File: config.mk
export PLATFORM = sky130hd
export DESIGN_NAME = digital_lock
export DESIGN_NICKNAME = d
export VERILOG_FILES = /design/src/rtl/digital_lock.sv
export SDC_FILE = /design/constraint.sdc
export NUM_CORES = 1
export LEC_CHECK = 0
export CAP_MARGIN = 10
export CORE_AREA = 2 2 39 41
export DETAILED_ROUTE_END_ITERATION = 6
export DIE_AREA = 0 0 41 43
export GPL_TIMING_DRIVEN = 0
export PLACE_DENSITY = 0.72
export SKIP_CTS_REPAIR_TIMING = 1
export SLEW_MARGIN = 20
export SYNTH_ARGS = -nofsm -noshare
export SYNTH_HDL_FRONTEND = slang
export SYNTH_SLANG_ARGS = --single-unit
File: constraint.sdc
create_clock -name clk -period 2.4 [get_ports clk]
set_clock_uncertainty 0.1 [all_clocks]
set_input_delay 0.72 -clock clk [delete_from_list [all_inputs] [get_ports clk]]
set_output_delay 0.72 -clock clk [all_outputs]
set_load 0.1 [all_outputs]
File: src/rtl/digital_lock.sv
// digital_lock: 4-bit code lock with a limited number of attempts, built from a datapath and a Moore controller.
module digital_lock_dp #(
  parameter logic [3:0] PASSWORD     = 4'b0111,
  parameter int         MAX_ATTEMPTS = 3,
  parameter int         CNT_W        = 4
) (
  input  logic       clk,
  input  logic       rst,
  input  logic [3:0] data_in,
  input  logic       ldep,
  input  logic       clep,
  input  logic       incc,
  output logic       equal,
  output logic       not_equal,
  output logic       lte,
  output logic       gt
);
  logic [3:0]       ua_q, ua_d;
  logic [CNT_W-1:0] cnt_q, cnt_d;
  always_comb begin
    ua_d      = clep ? '0 : ldep ? data_in : ua_q;
    cnt_d     = clep ? '0 : (incc && cnt_q != '1) ? cnt_q + 1'b1 : cnt_q;
    equal     = (ua_q == PASSWORD);
    not_equal = ~equal;
    lte       = (cnt_q <= CNT_W'(MAX_ATTEMPTS - 1));
    gt        = ~lte;
  end
  always_ff @(posedge clk or posedge rst) begin
    if (rst) begin
      ua_q  <= '0;
      cnt_q <= '0;
    end else begin
      ua_q  <= ua_d;
      cnt_q <= cnt_d;
    end
  end
endmodule

module digital_lock_ctrl (
  input  logic clk,
  input  logic rst,
  input  logic start,
  input  logic equal,
  input  logic not_equal,
  input  logic lte,
  input  logic gt,
  output logic ldep,
  output logic clep,
  output logic incc,
  output logic done,
  output logic unlock,
  output logic alarm
);
  typedef enum logic [2:0] {IDLE, LOAD, CHECK, UNLOCK, ALARM} state_t;
  state_t state_q, state_d;
  always_comb begin
    state_d = state_q;
    case (state_q)
      IDLE:    if (start) state_d = LOAD;
      LOAD:    state_d = CHECK;
      // equal wins so a match on the last allowed attempt still unlocks
      CHECK:   state_d = equal ? UNLOCK : (not_equal && lte) ? LOAD : (not_equal && gt) ? ALARM : CHECK;
      UNLOCK:  if (!start) state_d = IDLE;
      ALARM:   state_d = ALARM;
      default: state_d = IDLE;
    endcase
    clep   = (state_q == IDLE);
    ldep   = (state_q == LOAD);
    incc   = (state_q == LOAD);
    unlock = (state_q == UNLOCK);
    alarm  = (state_q == ALARM);
    done   = unlock | alarm;
  end
  always_ff @(posedge clk or posedge rst) begin
    if (rst) state_q <= IDLE;
    else     state_q <= state_d;
  end
endmodule

module digital_lock #(
  parameter logic [3:0] PASSWORD     = 4'b0111,
  parameter int         MAX_ATTEMPTS = 3,
  parameter int         CNT_W        = 4
) (
  input  logic       clk,
  input  logic       rst,
  input  logic       start,
  input  logic [3:0] data_in,
  output logic       done,
  output logic       unlock,
  output logic       alarm
);
  logic ldep, clep, incc, equal, not_equal, lte, gt;
  digital_lock_dp #(
    .PASSWORD(PASSWORD), .MAX_ATTEMPTS(MAX_ATTEMPTS), .CNT_W(CNT_W)
  ) u_dp (
    .clk(clk), .rst(rst), .data_in(data_in),
    .ldep(ldep), .clep(clep), .incc(incc),
    .equal(equal), .not_equal(not_equal), .lte(lte), .gt(gt)
  );
  digital_lock_ctrl u_ctrl (
    .clk(clk), .rst(rst), .start(start),
    .equal(equal), .not_equal(not_equal), .lte(lte), .gt(gt),
    .ldep(ldep), .clep(clep), .incc(incc),
    .done(done), .unlock(unlock), .alarm(alarm)
  );
endmodule

* Yosys cells after proc, flatten, opt, wreduce, memory -nomap -nowiden *
Cells that the tools add are included.

cells by class
  eq/ne operators = 8
  order comparisons = 1
  bitwise operators = 3
  add/subtract/negate cells = 1
  muxes and demuxes = 10
  reduce and logical (&&, ||, !) cells = 7

operators with widths
  kind                 number
  $mux 4               4
  $mux 3               5
  $pmux 3 s5           1
  $eq 3x2->1 const B   2
  $add 4x1->4 const B  1
  $eq 4x3->1 const B   1
  $le 4x2->1 const B   1
  $ne 2x2->1 const B   2
  $ne 4x4->1 const B   1
  $reduce_bool 2->1    2
  $eq 3x1->1 const B   1
  $eq 3x3->1 const B   1
  $logic_and 1x1->1    3
  $logic_not 3->1      1
  $not 1->1            2
  $reduce_and 2->1     1
  $or 1x1->1           1

storage, ports and cells
  output and inout bits = 3
  register bits after elaboration = 11
  logic and storage cells = 33
  input bits = 7

* Depth between registers and ports, before layout *
Gate-level depths: netlist (run 1).

  word-level depth = 7
  gate-level depth with buffers = 5
  mapped depth without buffers = 5

* Modules after synthesis *
A second synthesis (run 1) with hierarchy kept.

unflattened totals
  cells, all modules = 69
  area, all modules = 643.1 µm²

modules (own cells, without submodules)
  module             cells an instance  area an instance (µm²)  seq. area each (µm²)  times used
  digital_lock_dp    43                 425.4                   200.2                 1
  digital_lock_ctrl  26                 217.7                   75.1                  1

* Least setup slack after synthesis (run 1) *
OpenSTA, ideal clock, no wires.

  kind = reg-to-output
  start point = register u_ctrl.state_q[1]
  end point = output done
  cell stages (with the launch flop) = 4
  path slack = -1.047 ns
  required time = 1.580 ns
  path buffers = 1
  arrival = 2.627 ns
  cell sequence = dfrtp_1 buf_4 nand2_1 o21ai_0

between the ends
  cells in the longest elaborated chain, start to end = 2
  elaborated cells on any way between the ends = 3
  those cells by class = eq/ne: 2; bitwise: 1

RTL lines
  element                                   RTL line  text
  start: declaration                        55        state_t state_q, state_d;
  start signal: assignment                  76        else state_q <= state_d;
  $eq 3x2->1 or $eq 3x3->1 (tied branches)  70, 71
  $or 1x1->1 (*)                            72        done = unlock | alarm;
  end: declaration                          89        output logic done,

Every way passes the cells marked *; elsewhere a longest branch is shown, timed or not.

* Final worst setup path (run 1) *
  start point = register u_ctrl.state_q[1]
  end point = output alarm

between the ends
  cells in the longest elaborated chain, start to end = 1

RTL lines
  element           RTL line  text
  $eq 3x3->1        71        alarm = (state_q == ALARM);
  end: declaration  91        output logic alarm

No other way between the ends.

==> results.yml, run 1 <==
status:
  status: "completed"
sta:
  min_period_ns: 2.300
  worst_pin_slew_ns: 0.5389
  finalCritPeriodShare_pct: 95.84
  finalSetupViolations: 0
  finalHoldViolCount: 0
  timing.fmax_mhz: 434.7
  rsz0062_at_grt: "false"
  setup_slack_ns: 0.09973
  maxSlewHeadroom_pct: 64.23
  drv_slew: 0
finish:
  drive_gt1_share_pct: 19.28
  syn2layout_area_growth_pct: 20.24
  fin_util_pct: 54.79
  fillCellCount: 135
  num_antenna_cells: 0
  mostFrequentLayoutCells: "12 x nand2_1, 11 x dfrtp_1, 7 x nand3_1"
  fin_nets: 93
  design_area_sq_um: 758.2
  layout_commonest_cell: "nand2_1"
synthesis:
  syn_area_sq_um: 630.6
  ys_seq_area_share_pct: 43.65
  yosys-top-cells-area: "dfrtp_1 44%, nand2_1 7.1%, nand3_1 5.6%"
  synth_nets: 79
  synth_top_area_share_pct: 43.65
  synth.distinct_cells: 26
  ys_ff_latch: 11
  yosysTopAreaCell: "dfrtp_1"
  syn_avg_cell_area_sq_um: 9.009
  yosys_warnings: 0
  netlist_instances: 70
setup_path:
  crit_path_start_kind: "flip-flop"
  path_delay_family: "buffers and inverters"
  required_ns: 1.58
  cp.arrival_ns: 1.48
  path_buf_inv: 3
  crit_type: "reg2out"
  max_stage_delay_ns: 0.44
  slowest_stage: "clkbuf_2"
  end_kind: "primary output"
  crit_chain: "buf_4 > nor2_1 > nand2_1 > inv_1 > clkbuf_2"
  cp_max_fo: 8
routing:
  wire_per_inst_um: 12.46
  vias: 529
  vias_per_cell: 5.343
  drt-initial-drc-count: 6
  drc_errors: 0
  drtAntennaViolNets: 0
  wirelength_um: 1234
  first_pass_iters: 4
clock_network:
  cts_tree: "yes"
  insertion_delay_ns: 0.26
  htreeDepth: 1
  clk_pin_slew_worst_paths_ns: 0.07
  cts.sinks: 11
  cts_inserted_buffers: 3
  cts_root_buf: "clkbuf_4"
  clk_path_buf_depth: 2
pwr:
  p_sw_uw: 456.7
  p_comb_share_pct: 54.9
  p_clk_share_pct: 13.5
  internal-power_uw: 481.3
  p_total_uw: 938.0
  leakage_nw: 0.3614
  swShare_pct: 48.69
  p_per_area_nw_per_um2: 1237
  peakVddDrop_v: 0.0005118
  sequentialPowerShare_pct: 31.6
min_path:
  min_path_type: "reg2reg"
placed_design:
  place_congestion: 0.6572
  port_buffers: 9
  dp_slack_ns: -0.2960
  place_area_sq_um: 747.0
  hpwl_um: 897
grt:
  grtUsageTotal_pct: 17.19
  grt_first_pass_wirelength_um: 2063
  overflow: 0
  grt_max_degree: 12
  grt_pass1_vias: 484
  antenna_found_initial: 0
floorplanning:
  die-area_sq_um: 1763
  initial_core_util_pct: 45.57
  die_y_um: 43
  die_x_um: 41
  ioPinCount: 10
  rows: 14
  coreArea_sq_um: 1384
run:
  max_cap_violations: 0
==> synthesized netlist by cell type (all sizes together) <==
cell type  instances
dfrtp             11
o211ai             1
and4b              1
ha                 2
a2bb2oi            1
nand4b             2
a31o               2
nand3              7
nand4              1
nand2b             1
or3                1
a21oi              4
nor2               5
o21ai              6
o31ai              1
and3               1
nand2             12
inv                5
buf                4
or2                1
nor2b              1
==> tightest hold or removal path: cells and delay by family, from the launching register on <==
family | cells | cell delay [ns]
DFF | 1 | 0.35
and+or+nand+nor | 2 | 0.10
==> per-stage QoR <==
stage / hold slack [ns] / TNS [ns] / std cells
2_1_floorplan: 0.3290 / 0 / 70
3_3_place_gp: 0.3511 / -0.7506 / 95
3_5_place_dp: 0.3597 / -0.7752 / 95
4_1_cts: 0.3767 / -1.666 / 99
5_1_grt: 0.4045 / 0 / 99
6_report: 0.3746 / 0 / 99
==> area by class of cell <==
| type | count | area [sq um] | area share [%] |
|---|---|---|---|
| buffer | 4 | 35.03 | 4.620 |
| sequential | 11 | 275.3 | 36.30 |
| inverter | 5 | 18.77 | 2.475 |
| multi-input combinational | 50 | 307.8 | 40.59 |
| tap | 16 | 20.02 | 2.640 |
| timing repair buffer | 9 | 75.07 | 9.901 |
| clock buffer | 4 | 26.28 | 3.465 |
==> state kept, by name, summed over array words and instances, names as in the netlist <==
signal / flops
u_ctrl.state_q: 3
u_dp.cnt_q: 4
u_dp.ua_q: 4
==> cell families (layout without fill, tap and decap cells) <==
kind of cell,count (synthesis),count (layout),share of synthesized area (%)
AND/OR/NAND/NOR,33,33,28.38
adder cells (fa/ha/maj),2,2,3.968
AO/OA/AOI/OAI,15,15,15.48
buffers and inverters,9,22,8.530
flip-flops,11,11,43.65
==> routing by layer <==
metal	vias up	GRT usage (%)	wire length (um)
li1	269	-	-
met2	2	26.88	609
met1	256	22.82	590
met5	-	0	0
met4	0	6.000	12
met3	2	3.141	22
==> power by group through the flow <==
stage	logic, mW	registers [mW]	clock network (mW)
global route	0.564	0.305	0.139
CTS	0.535	0.296	0.130
global placement	0.527	0.297	0
floorplan	0.432	0.286	0
detailed placement	0.533	0.300	0
finish	0.515	0.296	0.126
==> final timing paths <==
path / start / endpoint / slack (ns) / depth (start not counted)
hold / removal: u_dp.ua_q[3]$_DFFE_PP0P_ / u_dp.ua_q[3]$_DFFE_PP0P_ / 0.37 / 2
hold reg to reg: u_dp.ua_q[3]$_DFFE_PP0P_ / u_dp.ua_q[3]$_DFFE_PP0P_ / 0.37 / 2
max in group asynchronous: rst / u_dp.cnt_q[0]$_DFFE_PP0P_ / 1.24 / 2
min in group asynchronous: rst / u_dp.ua_q[1]$_DFFE_PP0P_ / 0.65 / 2
setup reg to reg: u_dp.cnt_q[0]$_DFFE_PP0P_ / u_ctrl.state_q[0]$_DFFE_PP0P_ / 1.06 / 5
setup / recovery: u_ctrl.state_q[1]$_DFFE_PP0P_ / alarm / 0.1 / 5
(Power assumes the default switching activity.)
==> run 2, diff against run 1 <==
SETUP_SLACK_MARGIN = 0.5   (was default)
TNS_END_PERCENT = 10   (was default)
==> run 2 against run 1 <==
  * Flip-flop and latch count stayed put
  * Register-to-register slack worse by 0.07 ns
  * First-iteration DRC count is 17% higher
  * Core utilization is 5.8 points higher
  * Clock power hardly changed
  * Fmax is 14% higher
  * Sequential share of layout area is 3.3 points lower
  * Die area stayed put
  * Critical path depth is 1 lower
  * Critical endpoint is now done
  * Largest cell class unchanged
  * Largest power group unchanged
  * Highest routed layer unchanged
==> results.yml, run 2 (synthesis results as in run 1) <==
clock_network:
  clk_pin_slew_worst_paths_ns: 0.08
  cts.sinks: 11
  insertion_delay_ns: 0.27
  cts_root_buf: "clkbuf_4"
  htreeDepth: 1
  cts_inserted_buffers: 3
  cts_tree: "yes"
  clk_path_buf_depth: 2
floorplanning:
  die_x_um: 41
  die_y_um: 43
  die-area_sq_um: 1763
  coreArea_sq_um: 1384
  initial_core_util_pct: 45.57
  ioPinCount: 10
  rows: 14
placed_design:
  dp_cells: 95
  place_area_sq_um: 759.5
  place_congestion: 0.6795
  port_buffers: 9
  hpwl_um: 859.9
setup_path:
  required_ns: 1.58
  max_stage_delay_ns: 0.47
  rr_startpoint: "u_ctrl.state_q[1]$_DFFE_PP0P_"
  slowest_stage: "dfrtp_2"
  cp.arrival_ns: 1.20
  rrSetupSlack_ns: 0.99
  path_buf_inv: 1
  path_delay_family: "flip-flops"
  crit_chain: "nor2_4 > nand2_4 > o21ai_4 > buf_12"
  ff2ff_path_depth: 6
  end_kind: "primary output"
  crit_type: "reg2out"
  cp_max_fo: 7
  cp.depth: 4
  crit_path_start_kind: "flip-flop"
  r2r-end: "u_dp.cnt_q[1]$_DFFE_PP0P_"
grt:
  antenna_found_initial: 0
  grt_first_pass_wirelength_um: 1966
  grt_max_degree: 12
  grt_pass1_vias: 481
  overflow: 0
  grtUsageTotal_pct: 16.53
sta:
  drv_slew: 0
  finalSetupTns_ns: 0
  maxSlewHeadroom_pct: 70.43
  rsz0062_at_grt: "true"
  min_period_ns: 2.018
  worst_pin_slew_ns: 0.4431
  finalHoldViolCount: 0
  finalCritPeriodShare_pct: 84.07
  timing.fmax_mhz: 495.6
  finalSetupViolations: 0
finish:
  num_antenna_cells: 0
  design_area_sq_um: 838.3
  fin_util_pct: 60.58
  syn2layout_area_growth_pct: 32.94
  mostFrequentLayoutCells: "10 x nand2_1, 10 x dfrtp_1, 7 x nand3_1"
  layout.cells.non_filler: 100
  fillCellCount: 129
  reg.largest.list: "u_dp.cnt_q (4), u_dp.ua_q (4), u_ctrl.state_q (3)"
  fin_nets: 94
  drive_gt1_share_pct: 27.38
routing:
  vias_per_cell: 5.350
  drtAntennaViolNets: 0
  drt-initial-drc-count: 7
  wire_per_inst_um: 12.82
  drc_errors: 0
  wirelength_um: 1282
  vias: 535
  first_pass_iters: 4
pwr:
  leakage_nw: 0.3881
  p_per_area_nw_per_um2: 1260
  peakVddDrop_v: 0.0004851
min_path:
  min_path_type: "reg2reg"
  worstHoldStart: "u_dp.ua_q[3]$_DFFE_PP0P_"
  hold_depth: 2
  holdPathEnd: "u_dp.ua_q[3]$_DFFE_PP0P_"
run:
  max_cap_violations: 0
status:
  status: "completed"
-- run 2: worst max-delay path by stage --
stage / end / slack, ns / from
floorplan: alarm / 0.29 / u_ctrl.state_q[1]$_DFFE_PP0P_
global placement: done / -0.32 / u_ctrl.state_q[1]$_DFFE_PP0P_
detailed placement: done / -0.33 / u_ctrl.state_q[1]$_DFFE_PP0P_
CTS: done / -0.63 / u_ctrl.state_q[1]$_DFFE_PP0P_
global route: done / 0.33 / u_ctrl.state_q[1]$_DFFE_PP0P_
finish: done / 0.38 / u_ctrl.state_q[0]$_DFFE_PP0P_
-- run 2: cell type report --
type | instances | area, sq um | share of cell area [%]
well taps | 16 | 20.02 | 2.388
clock inverters | 1 | 5.005 | 0.5970
clock buffers | 3 | 22.52 | 2.687
multi-input cells | 50 | 337.8 | 40.30
inverters | 5 | 18.77 | 2.239
flip-flops and latches | 11 | 276.5 | 32.99
plain buffers | 4 | 38.79 | 4.627
repair buffers | 10 | 118.9 | 14.18
-- run 2: metrics by stage --
step	hold slack, ns	worst slack, ns	power (mW)
after CTS	0.3734	-0.6296	0.9718
final	0.3689	0.3822	1.056
after detailed placement	0.3561	-0.3327	0.8448
after global placement	0.3428	-0.3204	0.8347
after global routing	0.4050	0.3285	1.132
after floorplan	0.3290	0.2879	0.7318
-- run 2: worst register-to-register path: cells and delay by family, from the launching register on --
family | cells | cell delay [ns]
compound gates | 2 | 0.20
buf+inv | 3 | 0.42
flops | 1 | 0.38
simple gates | 1 | 0.21
-- run 2: routing by layer --
metal,vias to the layer above,part of all wire [%],global-route usage [%]
met3,2,1.8,4.712
met2,2,48,21.88
met4,0,0.78,8.000
met5,-,0,0
li1,267,-,-
met1,264,49,23.92
-- run 2: power by group --
part	switching [mW]	total, mW	internal (mW)	leakage [nW]
registers	0.0590	0.307	0.248	0.145
logic	0.378	0.620	0.241	0.226
clock network	0.0677	0.129	0.0617	0.0177
total	0.505	1.06	0.551	0.388
